### config.mk
export PLATFORM = sky130hd
export DESIGN_NAME = branch_predictor
export DESIGN_NICKNAME = d
export VERILOG_FILES = /design/src/rtl/branch_predictor.sv
export SDC_FILE = /design/constraint.sdc
export NUM_CORES = 1
export LEC_CHECK = 0
export ABC_AREA = 1
export BUFFER_PORTS_ARGS = -buffer_cell sky130_fd_sc_hd__buf_2
export CORE_ASPECT_RATIO = 1.1
export CORE_MARGIN = 2
export CORE_UTILIZATION = 35
export DETAILED_ROUTE_END_ITERATION = 10
export GPL_TIMING_DRIVEN = 0
export PLACE_DENSITY = 0.64
export SYNTH_ARGS = -nofsm -noshare
export SYNTH_HDL_FRONTEND = slang
export SYNTH_SLANG_ARGS = --single-unit
### constraint.sdc
create_clock -name clk_i -period 1.67 [get_ports clk_i]
set_input_delay 0.334 -clock clk_i [delete_from_list [all_inputs] [get_ports clk_i]]
set_output_delay 0.334 -clock clk_i [all_outputs]
set_load 0.01 [all_outputs]
### src/rtl/branch_predictor.sv
// branch_predictor: 2-bit saturating-counter direction predictor for beq.
// Predicts in ID from an untagged pattern table indexed by pc[IDX_BITS+1:2].
// Resolves in EX from the ALU Zero flag and trains the addressed entry.
// Optional feature macro: BRANCH_PERF_CNT_EN adds branch and mispredict
// event counters (branch_cnt_o, mispredict_cnt_o).
module branch_predictor #(
    parameter int         IDX_BITS   = 4,
    parameter logic [1:0] INIT_STATE = 2'b11
) (
    input  logic        clk_i,
    input  logic        rst_i,
    input  logic        stall_i,
    input  logic        id_valid_i,
    input  logic [31:0] id_pc_i,
    output logic        predict_o,
    input  logic        ex_valid_i,
    input  logic [31:0] ex_pc_i,
    input  logic        ex_pred_i,
    input  logic        ex_zero_i,
    output logic        flush_o,
    output logic        actual_taken_o
`ifdef BRANCH_PERF_CNT_EN
    ,
    output logic [31:0] branch_cnt_o,
    output logic [31:0] mispredict_cnt_o
`endif
);

    localparam int DEPTH = 2 ** IDX_BITS;

    // Counter encoding: the MSB is the predicted direction.
    typedef enum logic [1:0] {
        SNT = 2'b00,
        WNT = 2'b01,
        WT  = 2'b10,
        ST  = 2'b11
    } ctr_state_e;

    ctr_state_e          table_q [DEPTH];
    logic [IDX_BITS-1:0] id_idx;
    logic [IDX_BITS-1:0] ex_idx;
    ctr_state_e          ex_cur;
    ctr_state_e          ex_next;
    logic                update;
    logic                unused_pc_bits;

    // Only pc[IDX_BITS+1:2] selects an entry; word offset and upper bits alias.
    assign id_idx = id_pc_i[IDX_BITS+1:2];
    assign ex_idx = ex_pc_i[IDX_BITS+1:2];
    assign unused_pc_bits = ^{id_pc_i[31:IDX_BITS+2], id_pc_i[1:0],
                              ex_pc_i[31:IDX_BITS+2], ex_pc_i[1:0]};

    // A resolved branch trains the table only when the pipeline advances.
    assign update = ex_valid_i & ~stall_i;

    // Prediction reads the stored entry directly: a same-cycle write to the
    // same index is not bypassed, so the new value shows up one cycle later.
    assign predict_o = id_valid_i & table_q[id_idx][1];

    // Resolution is purely combinational and ignores stall.
    assign actual_taken_o = ex_valid_i & ex_zero_i;
    assign flush_o        = ex_valid_i & (ex_pred_i ^ ex_zero_i);

    assign ex_cur = table_q[ex_idx];

    // Next state of the entry addressed by the EX branch.
    always_comb begin
        // NOTE: assigning a default before the case keeps every path driven, so no latch is inferred.
        ex_next = ex_cur;
        unique case (ex_cur)
            SNT: ex_next = ex_zero_i ? WNT : SNT;
            WNT: ex_next = ex_zero_i ? WT  : SNT;
            WT:  ex_next = ex_zero_i ? ST  : WNT;
            ST:  ex_next = ex_zero_i ? ST  : WT;
        endcase
    end

    // Pattern table: async reset to INIT_STATE, at most one entry stepped per edge.
    always_ff @(posedge clk_i or negedge rst_i) begin
        // NOTE: the table is a flop array, not a RAM, because reset must clear every entry at once.
        if (!rst_i) begin
            for (int i = 0; i < DEPTH; i++) begin
                table_q[i] <= ctr_state_e'(INIT_STATE);
            end
        end else if (update) begin
            // NOTE: non-blocking assignment so the read above sees the pre-edge value.
            table_q[ex_idx] <= ex_next;
        end
    end

`ifdef BRANCH_PERF_CNT_EN
    logic [31:0] branch_cnt_q;
    logic [31:0] mispredict_cnt_q;

    // Event counters for resolved branches and mispredictions; wrap at 2**32.
    always_ff @(posedge clk_i or negedge rst_i) begin
        if (!rst_i) begin
            branch_cnt_q     <= '0;
            mispredict_cnt_q <= '0;
        end else if (update) begin
            branch_cnt_q <= branch_cnt_q + 32'd1;
            if (flush_o) begin
                mispredict_cnt_q <= mispredict_cnt_q + 32'd1;
            end
        end
    end

    assign branch_cnt_o     = branch_cnt_q;
    assign mispredict_cnt_o = mispredict_cnt_q;
`endif

endmodule

==> results by group, run 1 <==
Outcome
  – Violated checks: negative setup slack
  – Run status: complete, but fails checks

Placed design
  – Minimum setup slack after placement: -107 ps
  – GPL Wtd Cong: ~0.9
  – Placed Area: 0.00220 mm^2
  – Post-DP HPWL: 3.70 mm
  – PortBufs: 15

Floorplan
  – Core area: 0.00570 mm^2
  – Die span in y: 83.8 um
  – Full die area: 0.00641 mm^2
  – Rows: 29
  – I/O Pins: 74
  – Die Span X: 76.5 um
  – Initial Util: 0.356

Power and ir drop
  – Max VDD drop: 0.321 mV
  – Lkg Pwr: between 1 and 1.5 nW
  – Psw: 0.682 mW
  – Power Density: ~880 mW/mm^2
  – Sequential power share: 0.467
  – Logic pwr share: 0.253
  – Sw Share: 0.307
  – Power Total: 2.22 mW
  – Clk pwr share: 0.281
  – Int Pwr: 1.54 mW

Route
  – Routed length per placed instance: 12.7 um
  – DRC: 0
  – Drt total wl: around 5.3 mm
  – Routed Antenna Nets: 0
  – Via count: 1976
  – 1st-iter DRT viols: 188
  – Vias per cell: 4.70
  – Drt first pass iters: 4

Synthesis
  – Post-Syn Area: between 0.002 and 0.0025 mm^2
  – Netlist cell types: 22
  – Sequential share of the synthesized area: 0.415
  – Avg Synthesized Cell Area: 6.62 um^2
  – Synth Instances: 306
  – Synth Warn #: 0
  – Mapped Nets: roughly 380
  – Seq cells post-synth: 32

Timing
  – WHS: between 400 and 500 ps
  – Period utilisation layout: 1.10
  – Fmax: 0.542 GHz
  – Final WS setup: -175 ps
  – Final-report hold violation count: 0
  – Skew final: 7.07 ps
  – RSZ-0062 raised after global routing: yes
  – Slew HR: 0.527
  – Tightest Pin Transition: 709 ps
  – Period minus WS final: 1840 ps
  – Setup Viol. Count Final: 15
  – Max Slew Vio Count: 0

Critical path
  – Slowest cell on the critical path: dfstp_2
  – Worst Path Required: about 1300 ps
  – Max incr delay on CP: 560 ps
  – Reg2Reg Depth: 14
  – Crit path cell chain: o21ai_1 -> o221ai_1 -> o211ai_1 -> a21boi_1 -> buf_2
  – Critical-path maximum fanout: 2
  – R2R setup slack: -20 ps
  – Crit Path Class: flop to output pin
  – Worst r2r src: table_q[3]$_DFFE_PN1P_
  – CP endpoint: predict_o
  – Crit. End Element: output pin
  – Worst Path Arrival: 1510 ps
  – Worst Setup SP: table_q[3]$_DFFE_PN1P_
  – Startpoint types: flop
  – Worst r2r dst: table_q[5]$_DFFE_PN1P_

Clock tree
  – Clk sinks: 32
  – CTS tree: done
  – CTS H-Tree Depth: 2
  – Root Buffer: clkbuf_8
  – CTS buffer count: 5
  – Worst skew pair latency: 290 ps
  – Max Root-Sink Buffers: 2
  – Clock-pin slew on the worst setup and hold paths: about 70 ps

Layout
  – Diode count: 0
  – Fin util: 0.444
  – Commonest non-fill, non-tap cells in the layout: nand2_1, dfstp_2, inv_1, nor2_1, nand3_1
  – Max FFs per register: 32
  – Area grow syn2layout: 24.9%
  – Largest registers: table_q (32)
  – Most common cell after layout, fill and taps aside: nand2_1
  – Design area: 0.00253 mm^2
  – Final net count: 413
  – Layout cells sized above 1: 0.309
  – Largest Register: table_q

Global route
  – Grt ovf: 0
  – Largest net degree at the start of global routing: 33
  – Gr usage total: 0.167
  – Antenna violations before repair: 0
  – First-pass GRT wire length: 8.43 mm
  – Vias in the first global route: 1767

Job
  – Max cap viols: 0

Min path
  – Min-Delay Path Class: input pin to async pin
==> power by group through the flow <==
stage / Combinational [mW] / Clock, mW / Sequential (mW)
after floorplan: 0.308 / 0 / 1.02
after detailed placement: 0.419 / 0 / 1.05
after global placement: 0.417 / 0 / 1.05
final: 0.561 / 0.623 / 1.04
after global routing: 0.628 / 0.673 / 1.05
after CTS: 0.433 / 0.634 / 1.04
==> cell type report <==
| type | count | area [um^2] |
|---|---|---|
| fillers | 601 | 3170 |
| multi-input cells | 233 | 1050 |
| flip-flops and latches | 32 | 841 |
| repair buffers | 29 | 238 |
| inverters | 33 | 124 |
| well taps | 77 | 96.3 |
| plain buffers | 8 | 87.6 |
| clock buffers | 6 | 82.6 |
| clock inverters | 2 | 10.0 |
==> synth_stat cells <==
cell / count / area (um^2)
nor2_1: 28 / 105
nor2_2: 1 / 6.26
dfstp_2: 32 / 841
nor2_4: 1 / 11.3
o221ai_1: 1 / 8.76
o211ai_1: 3 / 22.5
nand2_4: 2 / 22.5
o21ai_4: 1 / 16.3
buf_2: 2 / 10.0
nor3_1: 1 / 5.00
o21ai_1: 1 / 5.00
nand3_1: 22 / 110
a21boi_1: 1 / 7.51
a21oi_1: 1 / 5.00
clkbuf_1: 1 / 3.75
buf_6: 5 / 56.3
nand2_2: 5 / 31.3
o21ai_0: 8 / 40.0
nand2_1: 155 / 582
inv_2: 5 / 18.8
inv_1: 28 / 105
o22ai_1: 2 / 12.5
==> repair_timing <==
| item | 4_1_cts | 5_1_grt |
|---|---|---|
| hold buffers | 0 | 0 |
| pin swaps | 6 | 14 |
| endpoints found under the setup margin | 1 | 29 |
| gates cloned | 0 | 1 |
| setup buffers | 2 | 11 |
| resized for setup | 3 | 27 |
==> worst min path at each step <==
stage	start	endpoint	slack (ps)	depth (start not counted)
after global routing	table_q[30]$_DFFE_PN1P_	table_q[30]$_DFFE_PN1P_	490	2
after global placement	table_q[22]$_DFFE_PN1P_	table_q[22]$_DFFE_PN1P_	460	2
after CTS	table_q[20]$_DFFE_PN1P_	table_q[20]$_DFFE_PN1P_	470	2
after floorplan	rst_i	table_q[0]$_DFFE_PN1P_	190	0
after detailed placement	table_q[22]$_DFFE_PN1P_	table_q[22]$_DFFE_PN1P_	460	2
final	rst_i	table_q[7]$_DFFE_PN1P_	470	1
==> kinds of logic (layout without fill, tap and decap cells) <==
group                  after synthesis  count (layout)  synth area share
DFF                                 32              32             0.415
AOI/OAI and AO/OA                   18              18            0.0581
buffers and inverters               41              78            0.0957
and+or+nand+nor                    215             215             0.431
==> metal layers <==
metal	vias up	GRT usage	wire, um
met2	49	0.248	2460
met1	915	0.237	2570
met4	0	0.0744	103
li1	1004	-	-
met3	8	0.0303	218
met5	-	0	0
==> critical path, delay by kind of cell (launching register included) <==
kind,cells,cell delay [ps]
AOI/OAI and AO/OA,4,520
buffers and inverters,1,140
DFF,1,560
==> per-stage QoR <==
| step | cells | TNS, ps |
|---|---|---|
| finish | 420 | -285 |
| floorplan | 306 | 0 |
| global route | 420 | -3520 |
| detailed placement | 398 | -1890 |
| CTS | 408 | -703 |
| global placement | 398 | -1920 |
(Power assumes the default switching activity.)
==> run 2, diff against run 1 <==
--- a/config.mk
+++ b/config.mk
@@ -9,10 +9,10 @@
 export BUFFER_PORTS_ARGS = -buffer_cell sky130_fd_sc_hd__buf_2
 export CORE_ASPECT_RATIO = 1.1
 export CORE_MARGIN = 2
-export CORE_UTILIZATION = 35
+export CORE_UTILIZATION = 50
 export DETAILED_ROUTE_END_ITERATION = 10
 export GPL_TIMING_DRIVEN = 0
-export PLACE_DENSITY = 0.64
+export PLACE_DENSITY = 0.85
 export SYNTH_ARGS = -nofsm -noshare
 export SYNTH_HDL_FRONTEND = slang
 export SYNTH_SLANG_ARGS = --single-unit
==> results by group, run 2 (same netlist as run 1, synthesis figures left out) <==
Outcome
  – Run status: complete, but fails checks
  – Violated checks: negative setup slack

Timing
  – Period minus WS final: 1920 ps (+79.7 ps)
  – Slew HR: 0.532 (+0.00456)
  – Skew final: 7.52 ps (+0.444 ps)
  – Final-report hold violation count: 0 (unchanged)
  – Max Slew Vio Count: 0 (unchanged)
  – Setup Viol. Count Final: 33 (+18)
  – Final WS setup: -254 ps (-79.7 ps)
  – Period utilisation layout: 1.15 (+0.0477)
  – Fmax: 0.520 GHz (-4.1%)
  – RSZ-0062 raised after global routing: yes
  – Tightest Pin Transition: 702 ps (-6.85 ps)

Clock tree
  – Clk sinks: 32 (unchanged)
  – Worst skew pair latency: 280 ps (about the same)
  – CTS buffer count: 5 (unchanged)
  – Max Root-Sink Buffers: 2 (unchanged)
  – CTS H-Tree Depth: 2 (unchanged)
  – Hold buffer count at cts: 0 (unchanged)
  – CTS tree: done
  – Clock-pin slew on the worst setup and hold paths: 70 ps (about the same)
  – Root Buffer: clkbuf_8

Critical path
  – Worst Path Arrival: 2150 ps (+640 ps)
  – Crit. End Element: flop
  – Crit path top cell by count: nand2_1
  – R2R setup slack: -250 ps (-230 ps)
  – Slowest cell on the critical path: dfstp_2
  – Crit Path Class: flop to flop
  – Worst Path Required: 1890 ps (+550 ps)
  – Crit path cell chain: buf_4 -> nand2_1 -> nand2_1 -> nand2_1 -> nand2_1 -> nand2_1 -> nand2_2 -> nor2_4 -> nand2_4 -> nand2_4 -> nand2_8 -> buf_12 -> buf_8 -> nand2_2 -> nand2_1
  – Max incr delay on CP: 550 ps (about the same)
  – Startpoint types: flop
  – Critical-path maximum fanout: 5 (+3)

Placed design
  – GPL Wtd Cong: 0.877 (-1.4%)
  – Minimum setup slack after placement: -117 ps (-10.3 ps)
  – Post-DP HPWL: 3.52 mm (-4.9%)
  – PortBufs: 15 (unchanged)

Global route
  – Antenna violations before repair: 0 (unchanged)
  – Gr usage total: 0.247 (+0.0803)
  – Grt ovf: 0 (unchanged)
  – Largest net degree at the start of global routing: 33 (unchanged)
  – Vias in the first global route: 1969 (+11%)
  – First-pass GRT wire length: 8.68 mm (+3.0%)

Layout
  – Layout cells sized above 1: 0.322 (+0.0126)
  – Max FFs per register: 32 (unchanged)
  – Commonest non-fill, non-tap cells in the layout: nand2_1, dfstp_2, inv_1, nor2_1
  – Most common cell after layout, fill and taps aside: nand2_1
  – Area grow syn2layout: 25.0% (about the same)
  – Largest Register: table_q
  – Largest registers: table_q (32)
  – Final net count: 412 (-0.24%)
  – Fin util: 0.643 (+0.199)
  – Diode count: 0 (unchanged)

Floorplan
  – I/O Pins: 74 (unchanged)
  – Rows: 24 (-17%)
  – Core area: 0.00393 mm^2 (-31%)
  – Die span in y: 70.8 um (-16%)
  – Die Span X: 64.7 um (-15%)
  – Initial Util: 0.515 (+0.159)
  – Full die area: 0.00458 mm^2 (-29%)

Route
  – Drt first pass iters: 5 (+1)
  – Drt total wl: 5.98 mm (+12%)
  – Routed Antenna Nets: 0 (unchanged)
  – Routed length per placed instance: 15.2 um (+19%)
  – DRC: 0 (unchanged)
  – 1st-iter DRT viols: 176 (-6.4%)
  – Via count: 2154 (+9.0%)
  – Vias per cell: 5.47 (+16%)

Job
  – Max cap viols: 0 (unchanged)

Power and ir drop
  – Lkg Pwr: 1.26 nW (-0.29%)
  – Max VDD drop: 0.619 mV (+93%)
  – Power Density: 902 mW/mm^2 (+2.8%)

Min path
  – Min-Delay Path Class: flop to flop
## run 2: cell count changes in the layout (fill, tap and decap cells not counted), sizes merged
cell / delta
buf: -1
## run 2: power by group
part / total, mW / internal (mW) / switching [mW]
Clock: 0.616 / 0.329 / 0.288
Combinational: 0.629 / 0.280 / 0.349
Sequential: 1.04 / 0.961 / 0.0785
## run 2: critical path, delay by kind of cell (launching register included)
| family | cells | cell delay (ps) |
|---|---|---|
| flops | 1 | 550 |
| buf+inv | 3 | 360 |
| simple gates | 12 | 950 |
## run 2: final cells by class
class / instances / area, um^2
Tap cell: 52 / 65.1
Fill cell: 307 / 1400
Multi-Input combinational cell: 233 / 1070
Timing Repair Buffer: 28 / 251
Clock buffer: 6 / 82.6
Sequential cell: 32 / 841
Clock inverter: 2 / 10.0
Buffer: 8 / 85.1
Inverter: 33 / 124
## run 2: worst paths after layout
path                                              start                 endpoint  depth (start not counted)
min in group asynchronous                         rst_i  table_q[23]$_DFFE_PN1P_                          1
worst max register to register   table_q[3]$_DFFE_PN1P_  table_q[17]$_DFFE_PN1P_                         15
worst max-delay path             table_q[3]$_DFFE_PN1P_  table_q[17]$_DFFE_PN1P_                         15
max in group asynchronous                         rst_i  table_q[11]$_DFFE_PN1P_                          1
worst min register to register  table_q[18]$_DFFE_PN1P_  table_q[18]$_DFFE_PN1P_                          2
worst min-delay path            table_q[18]$_DFFE_PN1P_  table_q[18]$_DFFE_PN1P_                          2
## run 2: timing repair
| action | 4_1_cts | 5_1_grt |
|---|---|---|
| pin swaps | 6 | 13 |
| setup buffers | 8 | 3 |
| gates resized for setup | 7 | 25 |
| gates cloned | 1 | 1 |
| endpoints found under the setup margin | 11 | 29 |
| endpoints found under the hold margin | 0 | 0 |
## run 2: per-stage QoR
stage | cells | hold WS, ps | setup TNS (ps) | total power, mW | cell area (um^2)
detailed placement | 373 | 459 | -1920 | 1.46 | 2170
CTS | 390 | 471 | -844 | 2.16 | 2380
global route | 394 | 486 | -7700 | 2.39 | 2530
global placement | 373 | 457 | -1680 | 1.45 | 2170
finish | 394 | 465 | -5790 | 2.28 | 2530
floorplan | 306 | 186 | 0 | 1.32 | 2030
## run 2: metal layers
layer	GRT usage	vias up	part of all wire
met4	0.0946	0	0.045
met2	0.421	130	0.49
met1	0.310	986	0.38
li1	-	1009	-
met3	0.0493	29	0.085
met5	0	-	0
==> run 3, diff against run 2 <==
--- a/config.mk
+++ b/config.mk
@@ -7,7 +7,6 @@
 export LEC_CHECK = 0
 export ABC_AREA = 1
 export BUFFER_PORTS_ARGS = -buffer_cell sky130_fd_sc_hd__buf_2
-export CORE_ASPECT_RATIO = 1.1
 export CORE_MARGIN = 2
 export CORE_UTILIZATION = 50
 export DETAILED_ROUTE_END_ITERATION = 10
==> constraint.sdc (replaced) <==
create_clock -name clk_i -period 1.8 [get_ports clk_i]
set_input_delay 0.36 -clock clk_i [delete_from_list [all_inputs] [get_ports clk_i]]
set_output_delay 0.36 -clock clk_i [all_outputs]
set_load 0.01 [all_outputs]
==> results by group, run 3 (same netlist as run 1, synthesis figures left out) <==
Outcome
  – Run status: complete, but fails checks
  – Violated checks: negative setup slack

Critical path
  – Startpoint types: flop
  – Reg2Reg Depth: 14 (-1)
  – Worst Path Required: 1440 ps (-450 ps)
  – Critical-path maximum fanout: 2 (-3)
  – Crit Path Class: flop to output pin
  – Max incr delay on CP: 580 ps (+30 ps)
  – Worst Path Arrival: 1520 ps (-630 ps)
  – Slowest cell on the critical path: dfstp_2
  – Crit. End Element: output pin
  – Crit path cell chain: o21ai_1 -> o221ai_1 -> o211ai_1 -> a21boi_1 -> buf_2

Clock tree
  – Clock-pin slew on the worst setup and hold paths: 70 ps (about the same)
  – CTS buffer count: 5 (unchanged)
  – Hold buffer count at cts: 0 (unchanged)
  – CTS H-Tree Depth: 2 (unchanged)
  – Worst skew pair latency: 290 ps (about the same)
  – Clk sinks: 32 (unchanged)
  – Root Buffer: clkbuf_8
  – Max Root-Sink Buffers: 2 (unchanged)
  – CTS tree: done

Min path
  – Min-Delay Path Class: flop to flop
  – Worst hold path depth: 2 (unchanged)

Route
  – Vias per cell: 5.25 (-3.9%)
  – Metal3 WL: 462 um (-9.2%)
  – Drt first pass iters: 4 (-1)
  – 1st-iter DRT viols: 181 (+2.8%)
  – Routed length per placed instance: 14.2 um (-6.7%)
  – Top sig layer: met4
  – Drt total wl: 5.51 mm (-7.8%)
  – DRC: 0 (unchanged)
  – Via count: 2043 (-5.2%)
  – Routed Antenna Nets: 0 (unchanged)
  – Wire length on met1: 2.30 mm (+0.22%)
  – Met2 wire len: 2.59 mm (-11%)

Layout
  – Max FFs per register: 32 (unchanged)
  – Largest Register: table_q
  – Most common cell after layout, fill and taps aside: nand2_1
  – Layout cells sized above 1: 0.268 (-0.0532)
  – Fin util: 0.605 (-0.0382)
  – Final net count: 410 (-0.49%)
  – Diode count: 0 (unchanged)
  – Area grow syn2layout: 17.8%
  – Commonest non-fill, non-tap cells in the layout: nand2_1, dfstp_2, inv_1, nor2_1, nand3_1
  – Largest registers: table_q (32)
  – Cell Count, Final, Fillers Out: 389 (-1.3%)

Power and ir drop
  – Psw: 0.627 mW (-12%)
  – Max VDD drop: 0.422 mV (-32%)
  – Int Pwr: 1.35 mW (-14%)
  – Lkg Pwr: 1.21 nW (-4.1%)
  – Clk pwr share: 0.269 (about the same)
  – Sequential power share: 0.488 (+0.033)
  – Logic pwr share: 0.243 (-0.032)
  – Sw Share: 0.317 (+0.00365)
  – Power Density: 830 mW/mm^2 (-8.1%)

Global route
  – First-pass GRT wire length: 8.27 mm (-4.7%)
  – Antenna violations before repair: 0 (unchanged)
  – Largest net degree at the start of global routing: 33 (unchanged)
  – Vias in the first global route: 1873 (-4.9%)
  – Grt ovf: 0 (unchanged)
  – Gr usage total: 0.247 (about the same)

Floorplan
  – Core area: 0.00394 mm^2 (+0.22%)
  – Rows: 23 (-4.2%)
  – Die Span X: 67.7 um (+4.6%)
  – Initial Util: 0.514 (-0.00114)
  – Full die area: 0.00458 mm^2 (about the same)
  – Die span in y: 67.7 um (-4.4%)
  – I/O Pins: 74 (unchanged)

Timing
  – Fmax: 0.532 GHz
  – RSZ-0062 raised after global routing: yes
  – Period utilisation layout: 1.04
  – WHS: 473 ps (+8.06 ps)
  – Skew final: 8.98 ps (+1.47 ps)
  – Tightest Pin Transition: 696 ps (-6.50 ps)
  – Max Slew Vio Count: 0 (unchanged)
  – Final-report hold violation count: 0 (unchanged)
  – Final WS setup: -80.9 ps (+173 ps)
  – Slew HR: 0.536 (+0.00433)
  – Period minus WS final: 1880 ps
  – Setup Viol. Count Final: 1 (-97%)

Placed design
  – GPL Wtd Cong: 0.897 (+2.2%)
  – Placed cell count: 371 (-0.54%)
  – Post-DP HPWL: 3.66 mm (+4.0%)
  – PortBufs: 15 (unchanged)

Job
  – Max cap viols: 0 (unchanged)
## run 3: cell count changes in the layout (fill, tap and decap cells not counted), sizes merged
cell,change
buf,-3
clkbuf,+1
clkinv,-1
## run 3: critical path, delay by kind of cell (launching register included)
family          cells  cell delay (ps)
buf+inv             1              140
flops               1              580
compound gates      4              520
## run 3: what timing repair did
action | in CTS | in global routing
buffers inserted | 5 | 5
gates resized for setup | 2 | 13
endpoints found under the setup margin | 1 | 22
hold endpoints to repair | 0 | 0
gates cloned | 0 | 1
pin swaps | 5 | 4
## run 3: stage by stage
step	worst slack [ps]	instance area, um^2	setup TNS [ps]	power [mW]
final	-80.9	2390	-80.9	1.98
after global routing	-171	2390	-193	2.07
after CTS	-67.6	2280	-67.6	1.90
after detailed placement	-38.4	2160	-38.4	1.36
after global placement	21.9	2160	0	1.35
after floorplan	230	2030	0	1.23
## run 3: power groups by stage
stage	Combinational (mW)	Clock [mW]	Sequential, mW
floorplan	0.285	0	0.942
finish	0.481	0.532	0.966
global route	0.531	0.572	0.972
global placement	0.380	0	0.968
detailed placement	0.392	0	0.973
CTS	0.412	0.531	0.960
## run 3: metal layers
layer  global-route usage  up-vias
met5                    0        -
met4               0.0995        0
met3               0.0683       18
met2                0.390       98
met1                0.320      921
li1                     -     1006
## run 3: worst paths after layout
path                                          from                      end  slack [ps]
max reg2reg                 table_q[3]$_DFFE_PN1P_  table_q[25]$_DFFE_PN1P_          70
min reg2reg                table_q[14]$_DFFE_PN1P_  table_q[14]$_DFFE_PN1P_         470
max                         table_q[3]$_DFFE_PN1P_                predict_o         -80
min                        table_q[14]$_DFFE_PN1P_  table_q[14]$_DFFE_PN1P_         470
max in group asynchronous                    rst_i  table_q[18]$_DFFE_PN1P_        1270
min in group asynchronous                    rst_i   table_q[7]$_DFFE_PN1P_         490
## run 3: final cells by class
class                   count  area (um^2)
inverters                  33          124
repair buffers             26          179
multi-input cells         233         1020
clock inverters             1         5.00
plain buffers               8         77.6
flip-flops and latches     32          841
well taps                  50         62.6
fillers                   327         1560
clock buffers               6         72.6
